## src/rtl/instruction_fetch.sv

```systemverilog
// instruction_fetch: program counter, memory read handshake and 2-entry prefetch queue
module instruction_fetch #(
  parameter int ADDR_W = 16,
  parameter logic [ADDR_W-1:0] RESET_PC = '0,
  parameter logic [31:0] NOP_WORD = 32'h0000_0000
) (
  input  logic clk,
  input  logic reset,
  input  logic pc_inc,
  input  logic halt,
  input  logic jump,
  input  logic [ADDR_W-1:0] jump_target,
  output logic mem_req,
  output logic [ADDR_W-1:0] mem_addr,
  input  logic mem_ack,
  input  logic [31:0] mem_rdata,
  output logic [31:0] instruction,
  output logic instr_valid,
  output logic [ADDR_W-1:0] instr_pc
);
  typedef enum logic [1:0] {IDLE, WAIT, DISCARD, HALTED} state_t;
  state_t state, state_nxt;
  logic [ADDR_W-1:0] fetch_pc;
  logic [31:0] q_data [2];
  logic [ADDR_W-1:0] q_addr [2];
  logic head;
  logic [1:0] count;
  logic push, pop, issue;
  assign pop = pc_inc && instr_valid && !jump;
  assign push = state == WAIT && mem_ack && !jump;
  assign issue = state == IDLE && !halt && !jump && (count != 2'd2 || pop);
  // state register
  always_ff @(posedge clk) state <= reset ? IDLE : state_nxt;
  // next state: a jump while idle waits one cycle so the request uses the new PC
  always_comb begin
    state_nxt = state;
    case (state)
      IDLE:    state_nxt = halt ? HALTED : issue ? WAIT : IDLE;
      WAIT:    state_nxt = mem_ack ? IDLE : jump ? DISCARD : WAIT;
      DISCARD: state_nxt = mem_ack ? IDLE : DISCARD;
      HALTED:  state_nxt = halt ? HALTED : IDLE;
      default: state_nxt = IDLE;
    endcase
  end
  // outputs: request while a read is outstanding, queue head otherwise NOP
  always_comb begin
    mem_req = state == WAIT || state == DISCARD;
    instr_valid = count != 2'd0;
    instruction = instr_valid ? q_data[head] : NOP_WORD;
    instr_pc = instr_valid ? q_addr[head] : fetch_pc;
  end
  // fetch PC and the address latched for the outstanding request
  always_ff @(posedge clk) begin
    if (reset) begin
      fetch_pc <= RESET_PC;
      mem_addr <= RESET_PC;
    end else begin
      if (issue) mem_addr <= fetch_pc;
      if (jump) fetch_pc <= jump_target;
      else if (push) fetch_pc <= fetch_pc + 1'b1;
    end
  end
  // queue occupancy and head pointer; jump flushes
  always_ff @(posedge clk) begin
    if (reset) begin
      head <= 1'b0;
      count <= 2'd0;
    end else if (jump) begin
      count <= 2'd0;
    end else begin
      count <= count + {1'b0, push} - {1'b0, pop};
      head <= head ^ pop;
    end
  end
  // queue storage: write slot is the head offset by occupancy (head itself when full)
  always_ff @(posedge clk) begin
    if (push) begin
      q_data[head ^ count[0]] <= mem_rdata;
      q_addr[head ^ count[0]] <= mem_addr;
    end
  end
endmodule

```

## config.mk

```make
export PLATFORM = sky130hd
export DESIGN_NAME = instruction_fetch
export DESIGN_NICKNAME = d
export VERILOG_FILES = /design/src/rtl/instruction_fetch.sv
export SDC_FILE = /design/constraint.sdc
export NUM_CORES = 1
export LEC_CHECK = 0
export BUFFER_PORTS_ARGS = -buffer_cell sky130_fd_sc_hd__buf_2
export CAP_MARGIN = 20
export CORE_MARGIN = 2
export CORE_UTILIZATION = 54
export DETAILED_ROUTE_END_ITERATION = 10
export GPL_TIMING_DRIVEN = 0
export PLACE_DENSITY = 0.84
export SYNTH_ARGS = -nofsm -noshare
export SYNTH_HDL_FRONTEND = slang
export SYNTH_SLANG_ARGS = --single-unit
```

## constraint.sdc

```tcl
create_clock -name clk -period 6.27 [get_ports clk]
set_clock_uncertainty 0.2 [all_clocks]
set_input_delay 1.254 -clock clk [delete_from_list [all_inputs] [get_ports clk]]
set_output_delay 1.254 -clock clk [all_outputs]
set_load 0.1 [all_outputs]
```

== Word-level counts from Yosys, hierarchy flattened ==
Memory sizes are Yosys's and may differ from the RTL's. A register that Yosys moved wholly into a read port is not among the register bits.
Index checks and enable logic that the tools add are counted.

* Register bits after elaboration: 37
* Latch bits: 0
* RAM bits: 96
* ROM bits: 0
* Input bits: 54
* Output and inout bits: 66
* Word-level logic and storage cells: 48
* Memories kept: 2

{| class="wikitable"
|+ Memories
! memory !! depth !! bits a word !! read ports !! clocked after memory_dff !! write ports !! line !! text
|-
| q_data || 2 || 32 || 1 || 1 || 1 || 24 || <nowiki>logic [31:0] q_data [2];</nowiki>
|-
| q_addr || 2 || 16 || 1 || 1 || 1 || 25 || <nowiki>logic [ADDR_W-1:0] q_addr [2];</nowiki>
|}

* $add $sub $neg: 3
* Multipliers: 0
* Div/mod/pow operators: 0
* Order comparisons: 0
* Equal/unequal tests: 4
* Shift-type cells: 0
* Multiplexer cells: 17
* Bitwise logic cells: 2
* Reductions and logical operators: 15

{| class="wikitable"
|+ Operator list
! operator !! count
|-
| $mux W16 || 3
|-
| $mux W32 || 1
|-
| $add A16 B1 Y16 const B || 1
|-
| $mux W2 || 5
|-
| $pmux W2 S4 || 1
|-
| $logic_and A1 B1 Y1 || 7
|-
| $mux W1 || 7
|-
| $eq A2 B2 Y1 const B || 2
|-
| $reduce_bool A2 Y1 || 2
|-
| $add A2 B1 Y2 || 1
|-
| $eq A2 B1 Y1 const B || 1
|-
| $logic_not A1 Y1 || 2
|-
| $logic_not A2 Y1 || 1
|-
| $logic_or A1 B1 Y1 || 2
|-
| $ne A2 B2 Y1 const B || 1
|-
| $reduce_or A2 Y1 || 1
|-
| $sub A2 B1 Y2 || 1
|-
| $xor A1 B1 Y1 || 2
|}

== Depth between registers and ports, before layout ==
* Depth after elaboration: 8
* Gate-level depth with buffers: 10

== Least setup slack after synthesis ==
Ideal clock, no wire load.

* Kind: input to register
* Start: input jump
* End: memory q_addr[1][0] (enable)
* Library setup time: 523 ps
* Arrival time: 5214 ps
* Data required time: 5547 ps
* Setup slack: 333 ps
* Cell stages on the path: 3
* Path through: clkbuf_1 -> clkbuf_1 -> nor3b_1

* Word-level cells in the longest chain between the ends: 4

{| class="wikitable"
|+ RTL lines
! element !! line !! text
|-
| from (decl) || 11 || <nowiki>input logic jump,</nowiki>
|-
| $logic_not A1 Y1 || 30 || <nowiki>assign push = state == WAIT && mem_ack && !jump;</nowiki>
|-
| $logic_and A1 B1 Y1 || 30 ||
|-
| $mux W1 || 77 || <nowiki>if (push) begin</nowiki>
|-
| $mux W1 (implied by the code) || 79 || <nowiki>q_addr[head ^ count[0]] <= mem_addr;</nowiki>
|-
| to (decl) || 25 ||
|}

No other way between the ends.

==> results.ini <==
[clock_network]
cts.clk_slew.worst_paths_ns = 0.06
cts_hold_buf = 0
cts_tree = done
cts_root_buffer = clkbuf_8
cts_buffers = 17
cts_resized = 0
cts_setup_buffers = 0
htree_levels = 4
cts_num_sinks = 134
clkLatencyLatePin_ns = 0.51
cts_buffer_depth = 2

[critical_path]
crit_path_start_kind = flip-flop
path_class = reg -> out
worstPathRequired_ns = 4.82
endpoint_kind = primary output
critPathArrivalTime_ns = 2.71
r2r_setup_slack_ns = 3.54
crit_fanout = 10

[flow_run]
max_cap_viol_count = 0

[synth]
synth-edff-count = 96
seq_area_frac_synth_pct = 65.7
ys_async_sr_fraction_pct = 0
synth_top_family_by_area = multiplexers
muxShareOfSynthArea_pct = 11.9
synth_compound_area_share_pct = 4.81
ys.flop_type = edfxtp_1
yosys.area_share.simple_pct = 11.2
synthCells = 432
synth_xor_area_share_pct = 2.21
ys_warn_count = 0
synth_nets = 493
syn_avg_cell_area_um2 = 12.8
ys_seq_elements = 134
yosysUniqueCellTypes = 37
syn_area_um2 = 5540
synth_fa_ha_area_share_pct = 1.58

[power_and_ir_drop]
vdd_ir_drop_max_uv = 204
power_leakage_uw = 0.00275
powerDensity_nw_per_um2 = 312

[detailed_routing]
drc_errors = 0
maxUsedRoutingLayer = met4
postRouteWirelength_um = 12300
vias = 3950
viasPerCell = 5.48
ant_nets = 0
wl_met3_um = 825
drtIter0Drc = 330
post_drt_wl_per_cell_um = 17.0
route.met2.wl_um = 6230
wirelength_met1_um = 4980
drt-pass1-iter-count = 5

[sta]
setup_slack_ns = 2.10
slew_viol_final = 0
hold_violations = 0
tightest_slew_ns = 0.766
setup_viol = 0
relSlewSlack_pct = 48.7
period_needed_ns = 4.17
fmax_mhz = 240
rsz0062_at_grt = false
timing.final.crit_share_pct = 66.5

[global_route]
grt_max_degree = 17
grt_remaining_overflow = 0
grtUsageTotal_pct = 22.4
grt_pass1_wl_um = 19100
grt_pass1_vias = 3725
grt_antenna_before_repair = 0

[layout]
syn2layout_area_growth_pct = 25.2
stdcell_count = 721
drive_above_1_share_pct = 28.1
multi_input_area_um2 = 1770
final_core_util_pct = 70.4
final-seq-area_um2 = 3640
final_area_um2 = 6940
n_fill_cell = 689
fin_nets = 636
diodes = 0

[die]
dieArea_um2 = 11100
io_pins = 120
die_h_um = 105
start_util_pct = 56.2
die_x_um = 105
core_um2 = 9860
std_cell_rows = 36

[placement]
dp.cells = 689
place_area_um2 = 6390
gp_congestion = 0.868
hpwlAfterDp_um = 8450
place_ws_ns = 2.62
port_buffers = 116

[hold_path]
min_path_type = reg -> reg

[run_status]
status = finished, final reports clean

-- worst paths after layout --
| kind | from | cells past startpoint | end |
|---|---|---|---|
| max | flip-flop | 6 | instruction[27] |
| min | mem_addr[11] | 0 | q_addr[0][11] |
| max reg2reg | state[1] | 8 | q_data[0][28] |
| min reg2reg | mem_addr[11] | 0 | q_addr[0][11] |
-- state kept, by name, summed over array words and instances, names as in the netlist, named ones only --
name / count
head: 1
mem_addr: 16
q_data: 64
count: 2
state: 2
fetch_pc: 16
q_addr: 32
-- per-layer routing --
layer  vias to the layer above  GRT usage (%)
li1                       1858              -
met1                      1894           27.9
met2                       179           37.9
met3                        19           6.00
met4                         0           7.62
met5                         -              0
-- synth_stat cells (all sizes together) (9+ instances only) --
library cell | instances | area [um2]
a211oi | 10 | 75.1
edfxtp | 96 | 2880
nor2 | 66 | 248
dfxtp | 38 | 761
o21ai | 20 | 100
xnor2 | 10 | 87.6
nand2 | 26 | 97.6
buf | 9 | 41.3
clkbuf | 20 | 76.3
mux2i | 66 | 661
-- worst max-delay path, cell delays in order, from the launching register on --
cell	delay, ns
dfxtp_1	0.32
clkbuf_1	0.21
buf_1	0.55
buf_2	0.42
mux2i_1	0.13
nor2_1	0.12
buf_2	0.45
-- cell usage in the layout (no fill, tap or decap), drive strengths merged --
master  netlist  layout
o311a         1       1
and3          2       2
xnor2        10      10
or4           2       2
ha            7       7
inv           7       7
o31a          1       1
a311oi        2       2
bufinv        0       2
o21ai        20      20
buf           9     133
edfxtp       96      96
nand2b        1       1
clkinv        0       3
clkbuf       20      47
nand2        26      26
nand3         7       7
nor3b         2       2
mux2i        66      66
nor2b         1       1
a21oi         6       6
xor2          4       4
o211a         1       1
a211oi       10      10
and4          1       1
or3b          1       1
nor4          7       7
o21a          2       2
nand4         7       7
nor3          6       6
or3           3       3
dfxtp        38      38
nor2         66      66
-- layout make-up --
type / instances / area share (%)
clock inverters: 5 / 1.06
flip-flops and latches: 134 / 52.5
multi-input cells: 262 / 25.4
repair buffers: 124 / 9.61
well taps: 133 / 2.40
clock buffers: 27 / 6.94
plain buffers: 29 / 1.69
inverters: 7 / 0.378
-- cell families (layout without fill, tap and decap cells) --
| logic type | after synthesis | count (layout) |
|---|---|---|
| AOI/OAI and AO/OA | 43 | 43 |
| xor gates and xnor gates | 14 | 14 |
| adders and majority gates | 7 | 7 |
| buffers and inverters | 36 | 192 |
| DFF | 134 | 134 |
| muxes | 66 | 66 |
| and+or+nand+nor | 132 | 132 |
-- report_power, final --
group | internal, uW | total, uW | switching, uW | leakage, uW
clock network | 595 | 919 | 325 | 0.000272
logic | 57.8 | 259 | 201 | 0.00128
registers | 972 | 988 | 16.4 | 0.00119
-- through the flow --
stage | total power [uW] | TNS (ns) | hold slack, ns
after global routing | 2230 | 0 | 0.293
after detailed placement | 1260 | 0 | 0.261
after CTS | 2170 | 0 | 0.277
after floorplan | 1200 | 0 | 0.284
after global placement | 1250 | -159.30 | 0.254
final | 2170 | 0 | 0.277
Power figures use the tool's default switching activity.
